## src/rtl/logic_op_scheduler.sv

```systemverilog
// Bit-serial logic-operation scheduler: two requesters share one 1-bit gate,
// round-robin arbitration, LSB-first evaluation, tagged valid/ready response.
module logic_op_scheduler #(
  parameter int W = 8
) (
  input  logic         clk,
  input  logic         reset,
  input  logic         req0_valid,
  output logic         req0_ready,
  input  logic [2:0]   req0_op,
  input  logic [W-1:0] req0_a,
  input  logic [W-1:0] req0_b,
  input  logic         req1_valid,
  output logic         req1_ready,
  input  logic [2:0]   req1_op,
  input  logic [W-1:0] req1_a,
  input  logic [W-1:0] req1_b,
  output logic         rsp_valid,
  input  logic         rsp_ready,
  output logic         rsp_id,
  output logic [W-1:0] rsp_data,
  output logic         rsp_err,
  output logic         busy
);

  localparam int CW = $clog2(W);

  typedef enum logic [1:0] {IDLE, RUN, DONE} state_t;

  state_t         state_q;
  logic           last_grant_q;
  logic [CW-1:0]  cnt_q;
  logic [2:0]     op_q;
  logic [W-1:0]   a_q;
  logic [W-1:0]   b_q;
  logic [W-1:0]   res_q;
  logic           id_q;
  logic           err_q;
  logic           rsp_valid_q;
  logic           busy_q;

  logic           grant1;
  logic           accept;
  logic [2:0]     sel_op;
  logic [W-1:0]   sel_a;
  logic [W-1:0]   sel_b;
  logic           res_bit;

  // Codes above NAND are illegal and evaluate to 0 for every bit.
  function automatic logic gate_bit(input logic [2:0] op, input logic a, input logic b);
    case (op)
      3'd0:    return ~a;
      3'd1:    return a & b;
      3'd2:    return a | b;
      3'd3:    return a ^ b;
      3'd4:    return ~(a & b);
      default: return 1'b0;
    endcase
  endfunction

  // On a tie, the requester not granted last time wins.
  assign grant1     = req1_valid & (~req0_valid | ~last_grant_q);
  assign req0_ready = (state_q == IDLE) & req0_valid & ~grant1;
  assign req1_ready = (state_q == IDLE) & grant1;
  assign accept     = req0_ready | req1_ready;

  assign sel_op  = req1_ready ? req1_op : req0_op;
  assign sel_a   = req1_ready ? req1_a  : req0_a;
  assign sel_b   = req1_ready ? req1_b  : req0_b;
  assign res_bit = gate_bit(op_q, a_q[cnt_q], b_q[cnt_q]);

  always_ff @(posedge clk) begin
    if (reset) begin
      state_q      <= IDLE;
      last_grant_q <= 1'b1;
      cnt_q        <= '0;
      res_q        <= '0;
      id_q         <= 1'b0;
      err_q        <= 1'b0;
      rsp_valid_q  <= 1'b0;
      busy_q       <= 1'b0;
    end else begin
      case (state_q)
        IDLE: begin
          if (accept) begin
            op_q         <= sel_op;
            a_q          <= sel_a;
            b_q          <= sel_b;
            id_q         <= req1_ready;
            last_grant_q <= req1_ready;
            err_q        <= (sel_op > 3'd4);
            cnt_q        <= '0;
            busy_q       <= 1'b1;
            state_q      <= RUN;
          end
        end
        RUN: begin
          // Right shift: after W cycles result bit i sits at position i.
          res_q <= {res_bit, res_q[W-1:1]};
          if (cnt_q == CW'(W - 1)) begin
            cnt_q       <= '0;
            rsp_valid_q <= 1'b1;
            state_q     <= DONE;
          end else begin
            cnt_q <= cnt_q + CW'(1);
          end
        end
        DONE: begin
          if (rsp_ready) begin
            rsp_valid_q <= 1'b0;
            busy_q      <= 1'b0;
            state_q     <= IDLE;
          end
        end
        default: begin
          state_q <= IDLE;
        end
      endcase
    end
  end

  assign rsp_valid = rsp_valid_q;
  assign rsp_id    = id_q;
  assign rsp_data  = res_q;
  assign rsp_err   = err_q;
  assign busy      = busy_q;

endmodule

```

## config.mk

```make
export PLATFORM = sky130hd
export DESIGN_NAME = logic_op_scheduler
export DESIGN_NICKNAME = d
export VERILOG_FILES = /design/src/rtl/logic_op_scheduler.sv
export SDC_FILE = /design/constraint.sdc
export NUM_CORES = 1
export LEC_CHECK = 0
export CAP_MARGIN = 0
export CORE_MARGIN = 1.5
export CORE_UTILIZATION = 49
export DETAILED_ROUTE_END_ITERATION = 12
export GPL_TIMING_DRIVEN = 0
export PLACE_DENSITY_LB_ADDON = 0.12
export RECOVER_POWER = 25
export SETUP_SLACK_MARGIN = 0.2
export SLEW_MARGIN = 40
export SYNTH_ARGS = -nofsm -noshare
export SYNTH_HDL_FRONTEND = slang
export SYNTH_SLANG_ARGS = --single-unit
```

## constraint.sdc

```tcl
create_clock -name clk -period 4.01 [get_ports clk]
set_clock_uncertainty 0.1 [all_clocks]
set_input_delay 0.401 -clock clk [delete_from_list [all_inputs] [get_ports clk]]
set_output_delay 0.401 -clock clk [all_outputs]
set_load 0.005 [all_outputs]
```

# Yosys cells after proc, flatten, opt, wreduce, memory -nomap -nowiden

Index checks and enable logic that the tools add are counted.

Reduce and logical (&&, ||, !) cells: 11
Multiplexer cells: 20
Bitwise operators: 15
Equal/unequal tests: 10
Magnitude comparators: 2
Add/sub/neg operators: 1

Operator list:

| kind                                                  | number |
|---|---|
| two-way mux 8 bit                                     | 2 |
| AND reduction 3 bit                                   | 4 |
| two-way mux 3 bit                                     | 3 |
| binary-select mux 1 bit (select 3 bit)                | 2 |
| equality test 3 x 2 -> 1 bit (second input constant)  | 2 |
| equality test 3 bit (second input constant)           | 2 |
| two-way mux 2 bit                                     | 3 |
| != test 2 bit (second input constant)                 | 3 |
| NOT 1 bit                                             | 6 |
| one-hot mux 2 bit (3 select lines)                    | 1 |
| one-hot mux 3 bit (2 select lines)                    | 1 |
| nonzero test 2 bit                                    | 3 |
| AND 1 bit                                             | 5 |
| two-way mux 1 bit                                     | 5 |
| one-hot mux 1 bit (5 select lines)                    | 1 |
| < comparator 3 x 4 -> 1 bit (second input constant)   | 1 |
| one-hot mux 1 bit (2 select lines)                    | 2 |
| AND reduction 2 bit                                   | 2 |
| adder 3 x 1 -> 3 bit (second input constant)          | 1 |
| equality test 3 x 1 -> 1 bit (second input constant)  | 1 |
| greater-than comparator 3 bit (second input constant) | 1 |
| logical NOT 3 bit                                     | 1 |
| OR 1 bit                                              | 3 |
| equality test 2 x 1 -> 1 bit (second input constant)  | 1 |
| 3 further kinds                                       | 3 |

Flip-flop bits (word level): 37
Output and inout port bits: 14
Word-level logic and storage cells: 70
Input port bits: 43

# Logic depth before layout (Yosys ltp)

Gate-level depths: netlist of the first run.

Depth in word-level cells: 8
Gate-level depth with buffers: 9
Mapped depth without buffers: 8

# Worst setup path after synthesis of the first run

Ideal clock, no wire load.

Kind: register to register
Start: reg cnt_q[0]
End: reg res_q[7], in the netlist rsp_data[7]
Arrival time: 2.296 ns
Cell stages (with the launch flop): 9
Slack: 1.521 ns
Library setup time: 0.092 ns
Clock period less this slack: 2.489 ns
Path through: dfxtp_1 buf_4 mux4_1 mux2_2 ha_1 or3b_2 a21oi_1 a211oi_1 o32ai_1

Longest elaborated chain between the ends: 5
Elaborated cells on any way between the ends: 10
Those cells by class: mux (5); bitwise (5)

Ends and longest elaborated chain:

| element                                 | line   | RTL |
|---|---|---|
| start: declaration                      | 32     | `logic [CW-1:0] cnt_q;` |
| start signal: assignment                | 105    | `cnt_q <= cnt_q + CW'(1);` |
| binary-select mux 1 bit (select 3 bit)  | 70     | `assign res_bit = gate_bit(op_q, a_q[cnt_q], b_q[cnt_q]);` |
| two-way mux 1 bit (not written as such) | 70     |  |
| AND 1 bit                               | 53, 56 |  |
| NOT 1 bit                               | 56     | `3'd4: return ~(a & b);` |
| one-hot mux 1 bit (5 select lines) (*)  | 51     | `case (op)` |
| end signal: assignment                  | 99     | `res_q <= {res_bit, res_q[W-1:1]};` |
| end: declaration                        | 36     | `logic [W-1:0] res_q;` |

Mark *: on every way between the ends. The rest lies on a longest branch, timed or not. The select of a mux whose other input is x is not followed.
A chain may end at the register's enable or synchronous reset.

# Worst setup path after layout of the first run

Start: in req1_valid
End: out req1_ready

Longest elaborated chain between the ends: 2

Ends and longest elaborated chain:

| element            | line | RTL |
|---|---|---|
| start: declaration | 13   | `input logic req1_valid,` |
| AND 1 bit          | 62   | `assign grant1 = req1_valid & (~req0_valid \| ~last_grant_q);` |
| AND 1 bit          | 64   | `assign req1_ready = (state_q == IDLE) & grant1;` |
| end: declaration   | 14   | `output logic req1_ready,` |

Every way passes these cells.

==> results of run 1 <==
-- stage by stage --
stage | utilization | total power, mW
after detailed placement | 0.707 | 0.594
final | 0.731 | 0.868
after floorplan | - | 0.519
after CTS | 0.735 | 0.878
after global routing | 0.731 | 0.909
after global placement | 0.704 | 0.585
-- path summary, 6_finish.rpt --
kind | endpoint | slack [ns] | cells past startpoint
worst min register to register | rsp_data[0] | 0.37 | 2
worst min-delay path | rsp_data[0] | 0.37 | 2
worst max register to register | rsp_data[7] | 1.31 | 9
worst max-delay path | req1_ready | 0.96 | 6
-- Yosys cell counts, drive strengths merged (2+ instances only) --
master  instances  area share
a21oi          16       0.045
a31oi           2      0.0071
buf             3       0.013
clkbuf          4      0.0085
dfxtp          18        0.20
edfxtp         19        0.32
ha              4       0.028
inv             5       0.011
mux2           18        0.12
mux2i           2       0.011
mux4            4       0.059
nand2          23       0.050
nand2b          3       0.011
nand3           4       0.011
nor2            9       0.019
nor3            2      0.0057
o21ai           4       0.011
or3b            3       0.016
-- per-layer routing --
layer	track usage	vias up	wire, um
li1	-	689	-
met1	0.189	643	1350
met2	0.347	48	1880
met3	0.0661	9	185
met4	0.0667	0	63
met5	0	-	0
-- kinds of logic (layout without fill, tap and decap cells) --
kind of cell / Yosys count / count (layout)
AND/OR/NAND/NOR: 50 / 50
flip-flops: 37 / 37
AO/OA/AOI/OAI: 26 / 26
multiplexers: 24 / 24
buffers and inverters: 12 / 76
adder cells (fa/ha/maj): 4 / 4
-- power by group through the flow --
| stage | combinational, mW | sequential (mW) | clock [mW] |
|---|---|---|---|
| 3_5_place_dp | 0.153 | 0.441 | 0 |
| 6_report | 0.149 | 0.432 | 0.287 |
| 4_1_cts | 0.154 | 0.432 | 0.292 |
| 2_1_floorplan | 0.0807 | 0.439 | 0 |
| 5_1_grt | 0.163 | 0.434 | 0.312 |
| 3_3_place_gp | 0.145 | 0.440 | 0 |
-- worst max-delay path: cells and delay by family --
kind | cells | cell delay, ns
AND/OR/NAND/NOR | 2 | 0.70
buffers and inverters | 4 | 1.45
-- final cells by class --
type                       instances  area [um^2]
buffer                             7         38.8
clock buffer                       6         62.6
clock inverter                     2         35.0
fill                             247          913
inverter                           5         18.8
multi-input combinational        104          772
sequential                        37          931
tap                               46         57.6
timing repair buffer              56          561
-- state kept, by name, summed over array words and instances, names as in the netlist --
signal,flops
a_q,8
b_q,8
rsp_data,8
cnt_q,3
op_q,3
state_q,2
busy,1
last_grant_q,1
rsp_err,1
rsp_id,1
rsp_valid,1
==> impl_results.md, run 1 <==
* Max Cap Violations at 0
* Largest net degree at the start of global routing at 21
* Commonest non-fill, non-tap cells in the layout: 54 x clkdlybuf4s50_1, 23 x nand2_1, 19 x edfxtp_1, 18 x dfxtp_1, 17 x mux2_2
* Total gr overflow at 0
* Main combinational cell family by area after synthesis: multiplexers
* Initial antenna violation count at 0
* Reg2reg start: cnt_q[0]
* Fmax at 0.328 GHz
* CP cell instances: dlygate4sd3_1, nor3b_1, nand2_1, buf_2, inv_1, clkdlybuf4s50_1
* TritonCTS Sinks at 37
* Period Utilization, post-route at 0.761
* I/O pin count at 57
* CP Launch Point: req1_valid
* Non-Filler Instances at 263
* Mapped Area at 1770 um^2
* Post-route ant nets at 0
* Logic pwr share at 0.172
* Syn_nets at 200
* Max-slew violations at 0
* Arrival time at the worst endpoint at 2.55 ns
* Slew margin rel. at 0.254
* Residual DRC at 0
* Asr flop ratio synth at 0
* CTS tree: done
* Nets at 263
* #FFs+latches synth at 37
* Synth warn at 0
* Design Area, Final at 2480 um^2
* DR iter-0 viols at 87
* Post-synth EDFFs at 19
* RSZ-0062 raised after global routing: no
* Setup violators final at 0
* CP Launch Type: input port
* Placed instance count at 255
* Final Hold Fails at 0
* Synth Area in Adders at 0.0283
* Gpl congestion at 0.762
* Commonest register cell after synthesis: edfxtp_1
* Sequential area share after synthesis at 0.526
* Setup bufs post-CTS at 0
* Run status: finished clean
* Post-synthesis xor/xnor area fraction at 0
* Leak at 0.913 nW
* Antenna diode count at 0
* Critical path's largest stage delay at 0.58 ns
* Syn-to-layout area delta at 40.0%
* Hold Slack at 0.365 ns
* Total CTS buffers at 5
* Global-route usage over all layers at 0.186
* Vias in the first global route at 1335
* Worst-path fanout max at 10
* Mux share of post-synthesis cell area at 0.187
* Post-DP HPWL at 2710 um
* Register share of total power at 0.498
* Pint at 0.680 mW
* Pre-CTS WS at 1.30 ns
* Post_cts resized at 0
* Post-Synthesis Cells at 153
* Global-route wire length before repair at 5630 um
* Hold path startpoint: rsp_data[0]
* Compound-cell area share of the yosys netlist at 0.0835
* Net Sw Frac at 0.217
* CP endpoint kind: output pin
* Clock Path Buffers at 2
* Drt pass-1 iters at 4
* Placement Cell Area at 2390 um^2
* Starting density of the core at 0.522
* Clk root buf: clkbuf_4
* Most common cell after layout, fill and taps aside: clkdlybuf4s50_1
* Hold/Removal Path Class: reg2reg
* IO Port Bufs at 56
* CORE AREA at 3390 um^2
* CP Class: in2out
* Netlist cell types at 34
* Syn Area/Cell at 11.6 um^2
* H-tree depth at 2
* Clock share of power at 0.331
* Minimum clock period at 3.05 ns
* Switching Power at 0.188 mW
* Die width at 63.1 um
* Die area at 3980 um^2
* Share of layout cells above drive strength 1 at 0.147
* Via density at 5.28
* Worst IR drop on VDD at 0.314 mV
* Final WL at 3490 um
* Data required, critical path at 3.51 ns
* Crit-path slowest cell: dlygate4sd3_1
* Cell row count at 21
* Vias at 1389
* Final Worst Setup Slack at 0.958 ns
* Least-Margin Pin Slew at 1.11 ns
* PwrDens at 351 nW/um^2
* CTS Hold Bufs at 0
* Die H at 63.1 um
* Worst-skew pair later-pin latency at 0.35 ns
* Clock Pin Slew Worst Setup and Hold Paths at 0.11 ns
* Synth Area in Simple Gates at 0.142
* Setup_tns at 0 ns
* Drt wl/cell at 13.3 um
No activity file was read; power rests on OpenSTA's default activity.
==> run 2, diff against run 1 <==
--- a/config.mk
+++ b/config.mk
@@ -7,7 +7,7 @@
 export LEC_CHECK = 0
 export CAP_MARGIN = 0
 export CORE_MARGIN = 1.5
-export CORE_UTILIZATION = 49
+export CORE_UTILIZATION = 41
 export DETAILED_ROUTE_END_ITERATION = 12
 export GPL_TIMING_DRIVEN = 0
 export PLACE_DENSITY_LB_ADDON = 0.12
==> constraint.sdc (replaced) <==
create_clock -name clk -period 2.5 [get_ports clk]
set_clock_uncertainty 0.1 [all_clocks]
set_input_delay 0.25 -clock clk [delete_from_list [all_inputs] [get_ports clk]]
set_output_delay 0.25 -clock clk [all_outputs]
set_load 0.005 [all_outputs]
==> run 2 against run 1 <==
Compared with the run above: power increased by 63%; global-route usage fell by 3.2 points; first-iteration DRC count fell by 57%; critical path type is now reg2reg; largest power group unchanged.
==> impl_results.md, run 2 (synthesis gave the netlist of run 1 again) <==
* Largest net degree at the start of global routing at 21
* Die H at 68.7 um
* FF-to-FF End: rsp_data[7]
* Post-DP HPWL at 2690 um
* CTS tree: done
* Global-route usage over all layers at 0.154
* R2R cell count at 9
* Initial antenna violation count at 0
* Cell row count at 23
* Placement Cell Area at 2410 um^2
* Total gr overflow at 0
* Design Area, Final at 2600 um^2
* Data required, critical path at 2.59 ns
* Net Sw Frac at 0.225
* Final Hold Fails at 0
* Run status: finished clean
* Share of layout cells above drive strength 1 at 0.229
* TritonCTS Sinks at 37
* Die area at 4720 um^2
* Starting density of the core at 0.433
* Syn-to-layout area delta at 46.7%
* Nets at 273
* Period Utilization, post-route at 0.959
* Leak at 0.998 nW
* Least-Margin Pin Slew at 1.11 ns
* Most common cell after layout, fill and taps aside: clkdlybuf4s50_1
* CP Class: reg2reg
* IO Port Bufs at 56
* Worst hold path depth at 2
* PwrDens at 544 nW/um^2
* Final WL at 3600 um
* Pwr Total at 1.41 mW
* Clk root buf: clkbuf_8
* Clock Pin Slew Worst Setup and Hold Paths at 0.07 ns
* Fmax at 0.417 GHz
* Worst-path fanout max at 5
* Total CTS buffers at 5
* Worst-skew pair later-pin latency at 0.28 ns
* DR iter-0 viols at 37
* Register share of total power at 0.492
* Worst IR drop on VDD at 0.323 mV
* R2R Setup Slk at 0.10 ns
* I/O pin count at 57
* Setup_tns at 0 ns
* Drt wl/cell at 13.0 um
* Vias at 1429
* Hold/Removal Path Class: reg2reg
* CP endpoint kind: flip-flop
* Setup violators final at 0
* CTS Hold Bufs at 0
* Commonest non-fill, non-tap cells in the layout: 43 x clkdlybuf4s50_1, 23 x nand2_1, 19 x edfxtp_1, 17 x dfxtp_1, 16 x mux2_2
* Pint at 1.09 mW
* Global-route wire length before repair at 5280 um
* Switching Power at 0.318 mW
* Vias in the first global route at 1275
* Reg2reg start: cnt_q[0]
* Post-route ant nets at 0
* Minimum clock period at 2.40 ns
* Residual DRC at 0
* Slew margin rel. at 0.249
* Gpl congestion at 0.708
* Drt pass-1 iters at 4
* Logic pwr share at 0.191
* CORE AREA at 4090 um^2
* Max Cap Violations at 0
* Antenna diode count at 0
* Max-slew violations at 0
* RSZ-0062 raised after global routing: yes
* Arrival time at the worst endpoint at 2.48 ns
* Clock share of power at 0.318
* Die width at 68.7 um
* Hold Crit Endpoint: rsp_id
* Hold Slack at 0.362 ns
* Hold path startpoint: rsp_id
* H-tree depth at 2
* CP Launch Type: flip-flop
* Clock Path Buffers at 2
* Via density at 5.16
[run 2: worst max path at each step]
| stage | from | to | slack, ns | cells past startpoint |
|---|---|---|---|---|
| floorplan | cnt_q[0] | rsp_data[7] | 0.22 | 8 |
| global placement | req0_valid | a_q[2] | -0.24 | 3 |
| detailed placement | cnt_q[0] | rsp_data[7] | 0.08 | 9 |
| CTS | cnt_q[0] | rsp_data[7] | 0.09 | 9 |
| global route | cnt_q[0] | rsp_data[7] | -0.009 | 9 |
| finish | cnt_q[0] | rsp_data[7] | 0.10 | 9 |
[run 2: metrics by stage]
step                      instances   util  worst slack [ns]
after global routing            277  0.635          -0.00877
after detailed placement        259  0.589            0.0786
after CTS                       270  0.623            0.0881
after floorplan                 153      -             0.219
final                           277  0.635             0.103
after global placement          259  0.588            -0.238
[run 2: critical path, cell delays in order (launching register included)]
cell	delay [ns]
dfxtp_2	0.34
buf_6	0.13
mux4_2	0.52
mux2i_2	0.19
inv_1	0.10
ha_4	0.17
or3b_4	0.36
a21oi_2	0.14
a211oi_1	0.05
o32ai_1	0.21
[run 2: routing by layer]
| metal | wire, um | vias to the layer above | global-route usage |
|---|---|---|---|
| li1 | - | 701 | - |
| met1 | 1440 | 679 | 0.160 |
| met2 | 1960 | 44 | 0.293 |
| met3 | 166 | 5 | 0.0390 |
| met4 | 38 | 0 | 0.0588 |
| met5 | 0 | - | 0 |
[run 2: final cells by class]
| class | count | area (um^2) |
|---|---|---|
| sequential | 37 | 932 |
| clock inverter | 1 | 5.00 |
| inverter | 5 | 18.8 |
| fill | 333 | 1490 |
| timing repair buffer | 66 | 636 |
| clock buffer | 7 | 96.3 |
| buffer | 7 | 48.8 |
| tap | 50 | 62.6 |
| multi-input combinational | 104 | 797 |
[run 2: what timing repair did]
| item | in CTS | in global routing |
|---|---|---|
| gates cloned | 0 | 0 |
| setup endpoints to repair | 2 | 2 |
| pin swaps | 0 | 1 |
| buffers inserted | 3 | 7 |
| gates resized for setup | 4 | 1 |
[run 2: power groups by stage]
stage                     logic [mW]  registers (mW)  clock network (mW)
after floorplan                0.137           0.705                   0
after global placement         0.242           0.707                   0
after detailed placement       0.253           0.709                   0
after CTS                      0.264           0.695               0.461
after global routing           0.293           0.698               0.480
final                          0.269           0.694               0.449
==> run 3, diff against run 2 <==
--- a/config.mk
+++ b/config.mk
@@ -6,6 +6,7 @@
 export NUM_CORES = 1
 export LEC_CHECK = 0
 export CAP_MARGIN = 0
+export CORE_ASPECT_RATIO = 0.6
 export CORE_MARGIN = 1.5
 export CORE_UTILIZATION = 41
 export DETAILED_ROUTE_END_ITERATION = 12
==> run 3 against run 2 <==
Compared with the run above: global-route usage rose by 3.1 points; critical path depth fell by 1; utilization fell by 0.75 points; sequential cell count did not move; critical path type unchanged.
==> impl_results.md, run 3 (synthesis gave the netlist of run 1 again) <==
* Hold/Removal Path Class: reg2reg
* CP endpoint kind: flip-flop
* Die area at 4730 um^2
* Starting density of the core at 0.429
* Die H at 53.9 um
* CP Launch Type: flip-flop
* I/O pin count at 57
* Footprint of the multi-input gates at 811 um^2
* H-tree depth at 2
* DR iter-0 viols at 67
* Die width at 87.8 um
* Clock Pin Slew Worst Setup and Hold Paths at 0.08 ns
* Final Hold Fails at 0
* Delay-heaviest family, CP: multiplexers
* Largest net degree at the start of global routing at 21
* Cell row count at 18
* Pre-CTS WS at 0.00393 ns
* Worst-skew pair later-pin latency at 0.29 ns
* Total CTS buffers at 5
* PwrDens at 574 nW/um^2
* Post-route ant nets at 0
* Setup violators final at 0
* Slew margin rel. at 0.216
* Most common cell after layout, fill and taps aside: clkdlybuf4s50_1
* CORE AREA at 4120 um^2
* Global-route usage over all layers at 0.185
* Arrival time at the worst endpoint at 2.51 ns
* Worst IR drop on VDD at 0.234 mV
* Max Cap Violations at 0
* CP cell instances: buf_6, mux4_2, mux2_4, ha_4, or3b_4, a21oi_2, a211oi_1, o32ai_1
* Layout Utilization at 0.628
* Hold Slack at 0.358 ns
* Period Utilization, post-route at 0.962
* Storage element area at 932 um^2
* Antenna diode count at 0
* Critical path's largest stage delay at 0.50 ns
* Data required, critical path at 2.61 ns
* TritonCTS Sinks at 37
* Final WL at 3900 um
* Placement Cell Area at 2420 um^2
* Vias in the first global route at 1425
* Worst-path fanout max at 6
* Leak at 0.974 nW
* Clock Path Buffers at 2
* Clk root buf: clkbuf_8
* Drt pass-1 iters at 4
* Syn-to-layout area delta at 46.3%
* Initial antenna violation count at 0
* Residual DRC at 0
* Final Worst Setup Slack at 0.0953 ns
* Fillers at 339
* Via density at 4.96
* Fmax at 0.416 GHz
* Minimum clock period at 2.40 ns
* Nets at 267
* CP Class: reg2reg
* Commonest non-fill, non-tap cells in the layout: 42 x clkdlybuf4s50_1, 22 x nand2_1, 19 x edfxtp_1, 17 x dfxtp_1, 16 x mux2_2
* Total gr overflow at 0
* Drt wl/cell at 13.9 um
* Crit-path slowest cell: mux4_2
* CTS tree: done
* Post-DP HPWL at 2930 um
* Vias at 1393
* Global-route wire length before repair at 6290 um
* Design Area, Final at 2590 um^2
* RSZ-0062 raised after global routing: yes
* Least-Margin Pin Slew at 1.16 ns
* Max-slew violations at 0
* Run status: finished clean
* Share of layout cells above drive strength 1 at 0.213
* Buffers and inverters on the worst path at 1
* Gpl congestion at 0.874
* IO Port Bufs at 56
[run 3: worst paths after layout]
| path | startpoint | endpoint | slack [ns] | cells after the start |
|---|---|---|---|---|
| setup / recovery | cnt_q[0] | rsp_data[7] | 0.1 | 8 |
| hold / removal | rsp_data[0] | rsp_data[0] | 0.36 | 2 |
| setup reg to reg | cnt_q[0] | rsp_data[7] | 0.1 | 8 |
| hold reg to reg | rsp_data[0] | rsp_data[0] | 0.36 | 2 |
[run 3: routing by layer]
| metal | part of all wire | wire length, um | up-vias | GRT usage |
|---|---|---|---|---|
| met5 | 0 | 0 | - | 0 |
| met4 | 0.0097 | 38 | 0 | 0.0926 |
| met3 | 0.052 | 203 | 4 | 0.0399 |
| met2 | 0.45 | 1760 | 43 | 0.312 |
| met1 | 0.49 | 1900 | 655 | 0.230 |
| li1 | - | - | 691 | - |
[run 3: stage by stage]
stage | total power, mW | TNS [ns] | std cells
2_1_floorplan | 0.842 | 0 | 153
3_3_place_gp | 0.952 | -4.83 | 269
3_5_place_dp | 0.966 | 0 | 269
4_1_cts | 1.50 | 0 | 279
5_1_grt | 1.54 | 0 | 281
6_report | 1.48 | 0 | 281
[run 3: what timing repair did]
action,in CTS,in global routing
endpoints found under the hold margin,0,0
hold buffers,0,0
pin swaps,1,1
setup endpoints to repair,2,2
gates resized for setup,4,2
buffers inserted,2,2
[run 3: cell type report]
class,count,area share
repair buffers,60,0.228
plain buffers,7,0.0174
multi-input cells,104,0.313
well taps,60,0.0290
flip-flops and latches,37,0.360
clock buffers,5,0.0266
clock inverters,3,0.0179
inverters,5,0.00725
[run 3: where the power goes]
group	total (mW)	leakage [nW]	switching (mW)	internal [mW]
Sequential	0.696	0.326	0.0171	0.679
Combinational	0.267	0.594	0.109	0.158
Clock	0.521	0.0543	0.223	0.298
Total	1.48	0.974	0.349	1.14
[run 3: tightest hold or removal path: stages (launching register included)]
cell and delay [ns]:
dfxtp_1 0.31, nand2_1 0.05, a21oi_1 0.05
